<file path="src/rtl/pipe_hazard_ctrl.sv">
// ---------------------------------------------------------------------------
// pipe_hazard_ctrl
//
// Hazard control for a 5-stage pipeline (IF, ID, EX, MEM, WB). It reads the
// register and control fields carried by the IF_ID, ID_EX, EX_MEM and MEM_WB
// pipeline registers. It drives back the PC/IF_ID enables, the per-register
// flush (bubble) controls and the EX-stage operand forwarding selects.
//
// Handled hazards:
//   - load-use: the load sits in EX and the instruction in ID reads its
//     destination. The front end stalls for LOAD_STALL_CYC cycles while
//     bubbles go into ID_EX.
//   - taken branch resolved in MEM: IF_ID, ID_EX and EX_MEM are squashed
//     together, followed by a single BR_FLUSH recovery cycle.
//   - XZR (X31) never creates a dependency and is never forwarded.
//
// Parameters:
//   LOAD_STALL_CYC  bubbles per load-use hazard (legal range 1..4)
//   CNT_W           width of the performance counters
//
// Configuration macro:
//   HAZARD_PERF_CNT_EN  when defined, stall_cnt/flush_cnt count events.
//                       When undefined, no counter logic is built and both
//                       ports read 0.
//
// Ports:
//   clk, reset           clock; synchronous active-low reset
//   rn_id, rm_id         ID-stage source registers
//   uses_rm_id           ID instruction reads rm_id
//   mem_read_ex, rw_ex   ID_EX MemRead and destination register
//   rn_ex, rm_ex         EX-stage source registers (forwarding)
//   regwrite_mem, rw_mem EX_MEM RegWrite and destination register
//   regwrite_wb, rw_wb   MEM_WB RegWrite and destination register
//   br_taken_mem         branch in MEM resolved taken
//   pc_en, if_id_en      PC / IF_ID load enables
//   if_id_flush          load NOP into IF_ID
//   id_ex_flush          zero control fields into ID_EX
//   ex_mem_flush         zero control fields into EX_MEM
//   fwd_a, fwd_b         00 regfile, 10 EX_MEM result, 01 MEM_WB writeback
//   stall_cnt            load-use bubble cycles
//   flush_cnt            taken-branch squash events
// ---------------------------------------------------------------------------
module pipe_hazard_ctrl #(
    parameter int LOAD_STALL_CYC = 1,
    parameter int CNT_W          = 32
) (
    input  logic             clk,
    input  logic             reset,
    input  logic [4:0]       rn_id,
    input  logic [4:0]       rm_id,
    input  logic             uses_rm_id,
    input  logic             mem_read_ex,
    input  logic [4:0]       rw_ex,
    input  logic [4:0]       rn_ex,
    input  logic [4:0]       rm_ex,
    input  logic             regwrite_mem,
    input  logic [4:0]       rw_mem,
    input  logic             regwrite_wb,
    input  logic [4:0]       rw_wb,
    input  logic             br_taken_mem,
    output logic             pc_en,
    output logic             if_id_en,
    output logic             if_id_flush,
    output logic             id_ex_flush,
    output logic             ex_mem_flush,
    output logic [1:0]       fwd_a,
    output logic [1:0]       fwd_b,
    output logic [CNT_W-1:0] stall_cnt,
    output logic [CNT_W-1:0] flush_cnt
);

    localparam logic [4:0] XZR         = 5'd31;
    localparam bit         MULTI_STALL = (LOAD_STALL_CYC > 1);
    // Remaining LD_STALL cycles after the first bubble is issued from RUN.
    localparam logic [1:0] CNT_INIT    = MULTI_STALL ? 2'(LOAD_STALL_CYC - 2) : 2'd0;

    localparam logic [1:0] FWD_RF  = 2'b00;
    localparam logic [1:0] FWD_MEM = 2'b10;
    localparam logic [1:0] FWD_WB  = 2'b01;

    typedef enum logic [1:0] {
        RUN      = 2'd0,
        LD_STALL = 2'd1,
        BR_FLUSH = 2'd2
    } state_t;

    state_t     state_r;
    state_t     state_nxt_s;
    logic [1:0] cnt_r;
    logic [1:0] cnt_nxt_s;
    logic       ld_haz_s;

    logic       pc_en_s;
    logic       if_id_en_s;
    logic       if_id_flush_s;
    logic       id_ex_flush_s;
    logic       ex_mem_flush_s;
    logic [1:0] fwd_a_s;
    logic [1:0] fwd_b_s;

    // Operand select for one EX source. The younger EX_MEM result has
    // priority over MEM_WB, and X31 is never a forwarding source.
    function automatic logic [1:0] fwd_sel(
        input logic [4:0] src,
        input logic       wr_mem,
        input logic [4:0] dst_mem,
        input logic       wr_wb,
        input logic [4:0] dst_wb
    );
        logic [1:0] sel;
        if (wr_mem && (dst_mem != XZR) && (dst_mem == src)) begin
            sel = FWD_MEM;
        end else if (wr_wb && (dst_wb != XZR) && (dst_wb == src)) begin
            sel = FWD_WB;
        end else begin
            sel = FWD_RF;
        end
        return sel;
    endfunction

    // Load-use detection: the load in EX writes a register the ID instruction reads.
    always_comb begin
        ld_haz_s = 1'b0;
        if (mem_read_ex && (rw_ex != XZR)) begin
            ld_haz_s = (rw_ex == rn_id) || (uses_rm_id && (rw_ex == rm_id));
        end else begin
            ld_haz_s = 1'b0;
        end
    end

    // Next-state and control outputs; reset forces a safe, fully flushed front end.
    always_comb begin
        state_nxt_s    = state_r;
        cnt_nxt_s      = cnt_r;
        pc_en_s        = 1'b1;
        if_id_en_s     = 1'b1;
        if_id_flush_s  = 1'b0;
        id_ex_flush_s  = 1'b0;
        ex_mem_flush_s = 1'b0;
        fwd_a_s        = FWD_RF;
        fwd_b_s        = FWD_RF;

        if (!reset) begin
            pc_en_s        = 1'b0;
            if_id_en_s     = 1'b0;
            if_id_flush_s  = 1'b1;
            id_ex_flush_s  = 1'b1;
            ex_mem_flush_s = 1'b1;
            state_nxt_s    = RUN;
            cnt_nxt_s      = 2'd0;
        end else begin
            fwd_a_s = fwd_sel(rn_ex, regwrite_mem, rw_mem, regwrite_wb, rw_wb);
            fwd_b_s = fwd_sel(rm_ex, regwrite_mem, rw_mem, regwrite_wb, rw_wb);

            if (br_taken_mem) begin
                // Squash everything younger than the branch. The PC keeps
                // loading so the branch target is fetched this cycle.
                if_id_flush_s  = 1'b1;
                id_ex_flush_s  = 1'b1;
                ex_mem_flush_s = 1'b1;
                state_nxt_s    = BR_FLUSH;
                cnt_nxt_s      = 2'd0;
            end else begin
                case (state_r)
                    RUN: begin
                        if (ld_haz_s) begin
                            pc_en_s       = 1'b0;
                            if_id_en_s    = 1'b0;
                            id_ex_flush_s = 1'b1;
                            if (MULTI_STALL) begin
                                state_nxt_s = LD_STALL;
                                cnt_nxt_s   = CNT_INIT;
                            end else begin
                                state_nxt_s = RUN;
                            end
                        end else begin
                            state_nxt_s = RUN;
                        end
                    end
                    LD_STALL: begin
                        // Hazard was committed on entry; hold until the count drains.
                        pc_en_s       = 1'b0;
                        if_id_en_s    = 1'b0;
                        id_ex_flush_s = 1'b1;
                        if (cnt_r == 2'd0) begin
                            state_nxt_s = RUN;
                        end else begin
                            cnt_nxt_s = cnt_r - 2'd1;
                        end
                    end
                    BR_FLUSH: begin
                        // ID holds the NOP from the squash, so ld_haz is meaningless here.
                        state_nxt_s = RUN;
                    end
                    default: begin
                        state_nxt_s = RUN;
                        cnt_nxt_s   = 2'd0;
                    end
                endcase
            end
        end
    end

    // State and stall-count register.
    always_ff @(posedge clk) begin
        if (!reset) begin
            state_r <= RUN;
            cnt_r   <= 2'd0;
        end else begin
            state_r <= state_nxt_s;
            cnt_r   <= cnt_nxt_s;
        end
    end

    assign pc_en        = pc_en_s;
    assign if_id_en     = if_id_en_s;
    assign if_id_flush  = if_id_flush_s;
    assign id_ex_flush  = id_ex_flush_s;
    assign ex_mem_flush = ex_mem_flush_s;
    assign fwd_a        = fwd_a_s;
    assign fwd_b        = fwd_b_s;

`ifdef HAZARD_PERF_CNT_EN
    localparam logic [CNT_W-1:0] CNT_ONE = {{(CNT_W-1){1'b0}}, 1'b1};

    logic [CNT_W-1:0] stall_cnt_r;
    logic [CNT_W-1:0] flush_cnt_r;
    logic             stall_evt_s;
    logic             flush_evt_s;

    // A bubble cycle is any non-reset cycle with the PC held; a squash is any taken branch.
    assign stall_evt_s = reset & ~pc_en_s;
    assign flush_evt_s = reset & br_taken_mem;

    // Free-running performance counters; they wrap on overflow.
    always_ff @(posedge clk) begin
        if (!reset) begin
            stall_cnt_r <= {CNT_W{1'b0}};
            flush_cnt_r <= {CNT_W{1'b0}};
        end else begin
            if (stall_evt_s) begin
                stall_cnt_r <= stall_cnt_r + CNT_ONE;
            end else begin
                stall_cnt_r <= stall_cnt_r;
            end
            if (flush_evt_s) begin
                flush_cnt_r <= flush_cnt_r + CNT_ONE;
            end else begin
                flush_cnt_r <= flush_cnt_r;
            end
        end
    end

    assign stall_cnt = stall_cnt_r;
    assign flush_cnt = flush_cnt_r;
`else
    assign stall_cnt = {CNT_W{1'b0}};
    assign flush_cnt = {CNT_W{1'b0}};
`endif

endmodule

</file>
<file path="config.mk">
export PLATFORM = sky130hd
export DESIGN_NAME = pipe_hazard_ctrl
export DESIGN_NICKNAME = d
export VERILOG_FILES = /design/src/rtl/pipe_hazard_ctrl.sv
export SDC_FILE = /design/constraint.sdc
export NUM_CORES = 1
export LEC_CHECK = 0
export CAP_MARGIN = 0
export CORE_MARGIN = 2
export CORE_UTILIZATION = 29
export CTS_CLUSTER_DIAMETER = 100
export CTS_CLUSTER_SIZE = 20
export DETAILED_ROUTE_END_ITERATION = 16
export PLACE_DENSITY_LB_ADDON = 0.15
export SYNTH_ARGS = -nofsm -noshare
export SYNTH_HDL_FRONTEND = slang
export SYNTH_SLANG_ARGS = --single-unit
</file>
<file path="constraint.sdc">
create_clock -name clk -period 2.82 [get_ports clk]
set_clock_uncertainty 0.2 [all_clocks]
set_input_delay 0.282 -clock clk [delete_from_list [all_inputs] [get_ports clk]]
set_output_delay 0.282 -clock clk [all_outputs]
set_load 0.01 [all_outputs]
</file>
-- Word level (Yosys, flattened, before mapping)
Index checks and enable logic that the tools add are counted.
- output and inout port bits: 73
- flip-flop bits (word level): 1
- logic and storage cells: 38
- multiplexer cells: 18
- reduce and logical (&&, ||, !) cells: 10
- eq/ne operators: 9
- operators by type and width (kind ; count):
    5-bit equality test ; 6
    5-bit != test, second input constant ; 3
    1-bit two-way mux ; 13
    2-bit two-way mux ; 5
    1-bit logical AND ; 8
    2-bit zero test ; 1
    1-bit logical OR ; 1

-- Depth between registers and ports, before layout
- word-level depth: 8
- depth in mapped cells: 5
- mapped depth without buffers: 4

-- Worst setup path before layout
Ideal clock, no wire load.
- path type: in2out
- from: input port rw_ex[3]
- to: output port pc_en
- data arrival time: 1302 ps
- setup slack: 1036 ps
- stages: 5
- data required time: 2338 ps
- cell sequence: xor2_1 nor4_1 a32oi_1 o31a_1 buf_4
- cells in the longest elaborated chain, start to end: 8
- elaborated cells between the ends (all ways): 11
- those cells by class: 3 x eq/ne; 5 x mux; 3 x reduce/logical
- ends and longest elaborated chain (what ; line ; text):
    from (decl) ; 53 ; input logic [4:0] rw_ex,
    5-bit equality test ; 125 ; ld_haz_s = (rw_ex == rn_id) || (uses_rm_id && (rw_ex == rm_id));
    1-bit logical AND ; 125 ;
    1-bit logical OR ; 125 ;
    1-bit two-way mux (*) ; 124 ; if (mem_read_ex && (rw_ex != XZR)) begin
    1-bit two-way mux (*) (4 in a row) ; n/a ;
    to (decl) ; 61 ; output logic pc_en,
Every way passes the cells marked *; elsewhere a longest branch is shown, timed or not.

-- Worst setup path in the final report
- from: input port rw_ex[3]
- to: output port pc_en
- cells in the longest elaborated chain, start to end: 8
- elaborated cells between the ends (all ways): 11
- those cells by class: 3 x eq/ne; 5 x mux; 3 x reduce/logical
- ends and longest elaborated chain (what ; line ; text):
    5-bit equality test ; 125 ;
    1-bit logical AND ; 125 ;
    1-bit logical OR ; 125 ;
    1-bit two-way mux (*) ; 124 ;
    1-bit two-way mux (*) ; 166 ; if (ld_haz_s) begin
    1-bit two-way mux (*) ; n/a ;
    1-bit two-way mux (*) ; 155 ; if (br_taken_mem) begin
    1-bit two-way mux (*) ; 143 ; if (!reset) begin
Marked as above.

==> run_results.csv <==
group,metric,value,unit
run_status,status,"completed",
setup_path,cp.required,2.34,ns
setup_path,critPathTopFamily,"buffers and inverters",
placed_design,dpl-instance-area,1280,sq um
setup_path,cp.arrival,2.20,ns
setup_path,cp_cell_sequence,"clkdlybuf4s50_1 -> xor2_1 -> nor4_1 -> a32oi_1 -> o31a_1 -> clkdlybuf4s50_1",
hold_path,hp-class,"in2reg",
synthesis,synth_edf_count,0,
synthesis,synth_seq_cells,1,
layout,largest_reg_flops,1,
setup_path,cp.depth,6,
clocking,ctsHoldBuffers,0,
floorplanning,start_util,0.3121,
layout,fin_cells,218,
placed_design,gp_congestion,0.8172,
synthesis,synthCells,125,
pwr,seqPwrFrac,0.081,
sta,max_freq,373.4,MHz
placed_design,dpl.hpwl,1.941,mm
pwr,switchingPower,0.08872,mW
hold_path,hold_depth,2,
pwr,p_int,0.1006,mW
clocking,clk_pin_slew,0,ns
setup_path,crit_fanout,3,
layout,regMostFlops,"state_r",
pwr,powerDensity,147.3,nW/um^2
setup_path,cpMostUsedCell,"clkdlybuf4s50_1",
sta,rsz0062_at_grt,"false",
routing,drt_iter0_drc,20,
grt,antenna_found_initial,0,
grt,grt_usage,0.09368,
synthesis,yosysTopAreaCellShare,0.5116,
synthesis,ys.flop_type,"dfxtp_1",
floorplanning,die_y,61.79,um
sta,fin_ws,0.1416,ns
synthesis,yosys-top-cells-area,"buf_4, xor2_1, xnor2_1",
routing,antenna_left,0,
synthesis,syn_area,968.4,sq um
layout,layout-drive-gt1-share,0.03448,
layout,syn2layout_area_growth,32.69,%
routing,wl_per_cell,9.532,um
grt,grt_pass1_wl,2.739,mm
sta,fin_crit_sh,0.9498,
synthesis,yosysTopAreaCell,"buf_4",
floorplanning,dieWidth,61.79,um
hold_path,hold-path-endpoint,"state_r[1]",
synthesis,synthArstFlopShare,0,
floorplanning,std_cell_rows,20,
routing,route.detailed.drc,0,
synthesis,yosys-top-cells-count,"buf_4, xor2_1, xnor2_1",
setup_path,crit_path_start_kind,"primary input",
flow_run,drv_cap,0,
clocking,cts_post_setup_buffers_inserted,0,
sta,maxSlewViolCount,0,
floorplanning,core-area,3103,sq um
pwr,max-vdd-ir-drop,0.06460,mV
layout,final_area,1285,sq um
placed_design,port_buffers,50,
sta,final_period_minus_worst_setup_slack,2.678,ns
setup_path,crit_type,"in2out",
hold_path,hold_path_startpoint,"br_taken_mem",
placed_design,dp.cells,218,
setup_path,critPathMaxStageDelay,0.49,ns
pwr,netSwitchingFraction,0.4687,
layout,fillers,335,
setup_path,cpMaxStageDelayCell,"clkdlybuf4s50_1",
synthesis,yosysSeqAreaShare,0.02067,
grt,grt_max_degree,6,
layout,diodes,0,
sta,hold_viol,0,
layout,top_regs,"state_r (1)",
sta,setup_viol_count_final,0,
layout,fin_nets,218,
routing,avgViaCountPerCell,3.541,
pwr,p_leak,0.6120,nW
placed_design,dp_slack,0.05701,ns
floorplanning,io_pins,115,
routing,wirelength,2.078,mm
setup_path,crit_path_end_kind,"primary output",
synthesis,synth_cell_types,21,
sta,holdWs,0.7398,ns
routing,drtPass1Iterations,2,
setup_path,path_buf_inv,2,
synthesis,syn_area_per_cell,7.747,sq um
routing,vias,772,
synthesis,synth_warnings,0,
grt,grt_overflow,0,
grt,grt_pass1_vias,646,
pwr,pwr-share-clk,0,
synthesis,synth_most_common_cell,"buf_4",
sta,fin_setup_tns,0,ns
clocking,cts_resized,0,
floorplanning,dieArea,3817,sq um
pwr,power_frac_comb,0.919,
power groups by stage:
| stage | registers, mW | logic (mW) | clock network (mW) |
|---|---|---|---|
| 6_report | 0.0153 | 0.174 | 0 |
| 5_1_grt | 0.0154 | 0.192 | 0 |
| 4_1_cts | 0.0153 | 0.174 | 0 |
| 3_5_place_dp | 0.0154 | 0.173 | 0 |
| 3_3_place_gp | 0.0153 | 0.173 | 0 |
| 2_1_floorplan | 0.0153 | 0.150 | 0 |
worst max-delay path by stage:
stage / slack [ns] / startpoint / endpoint
after floorplan: 1.04 / rw_ex[3] / pc_en
after global placement: 0.07 / rw_wb[1] / fwd_b[0]
after detailed placement: 0.06 / rw_wb[1] / fwd_b[0]
after CTS: 0.06 / rw_wb[1] / fwd_b[0]
after global routing: 0.02 / rw_ex[3] / if_id_en
final: 0.14 / rw_ex[3] / pc_en
cells in the final DEF, fill, tap and decap left out:
cell type        instances
o211ai_1                 1
buf_4                    2
xnor2_1                  7
and3_1                   1
nand2b_1                 1
a32oi_1                  1
nand3_1                  5
nor2_1                   1
nand2_1                  2
or4_1                    2
o21bai_1                 1
conb_1                  64
o31a_1                   1
nor4_1                   2
clkdlybuf4s50_1         48
o21ai_2                  1
nand3b_1                 1
xor2_1                  23
and2_1                   3
dfxtp_1                  1
nor4_2                   3
nor3_1                   1
dlymetal6s2s_1           2
cells by family (layout without fill, tap and decap cells):
family | after synthesis | in the layout | synth area share
other | 1 | 64 | 0.003872
buffers and inverters | 66 | 52 | 0.5116
AND/OR/NAND/NOR | 22 | 22 | 0.1499
flip-flops | 1 | 1 | 0.02067
AO/OA/AOI/OAI | 5 | 5 | 0.04265
XOR/XNOR | 30 | 30 | 0.2713
cell type report:
| cell class | count | area, sq um | area share |
|---|---|---|---|
| multi-input combinational | 121 | 689.4 | 0.5365 |
| sequential | 1 | 20.02 | 0.01558 |
| tap | 44 | 55.05 | 0.04284 |
| timing repair buffer | 52 | 520.5 | 0.4051 |
per-stage QoR:
step	utilization	power, mW
6_report	0.4141	0.1893
2_1_floorplan	-	0.1653
5_1_grt	0.4141	0.2079
3_3_place_gp	0.4125	0.1878
4_1_cts	0.4125	0.1893
3_5_place_dp	0.4125	0.1888
layer usage:
layer | global-route usage | wire length, um | part of all wire
met1 | 0.09852 | 673 | 0.32
met2 | 0.2060 | 1089 | 0.52
met4 | 0 | 0 | 0
met5 | 0 | 0 | 0
met3 | 0.008282 | 314 | 0.15
No activity file was read; power rests on OpenSTA's default activity.
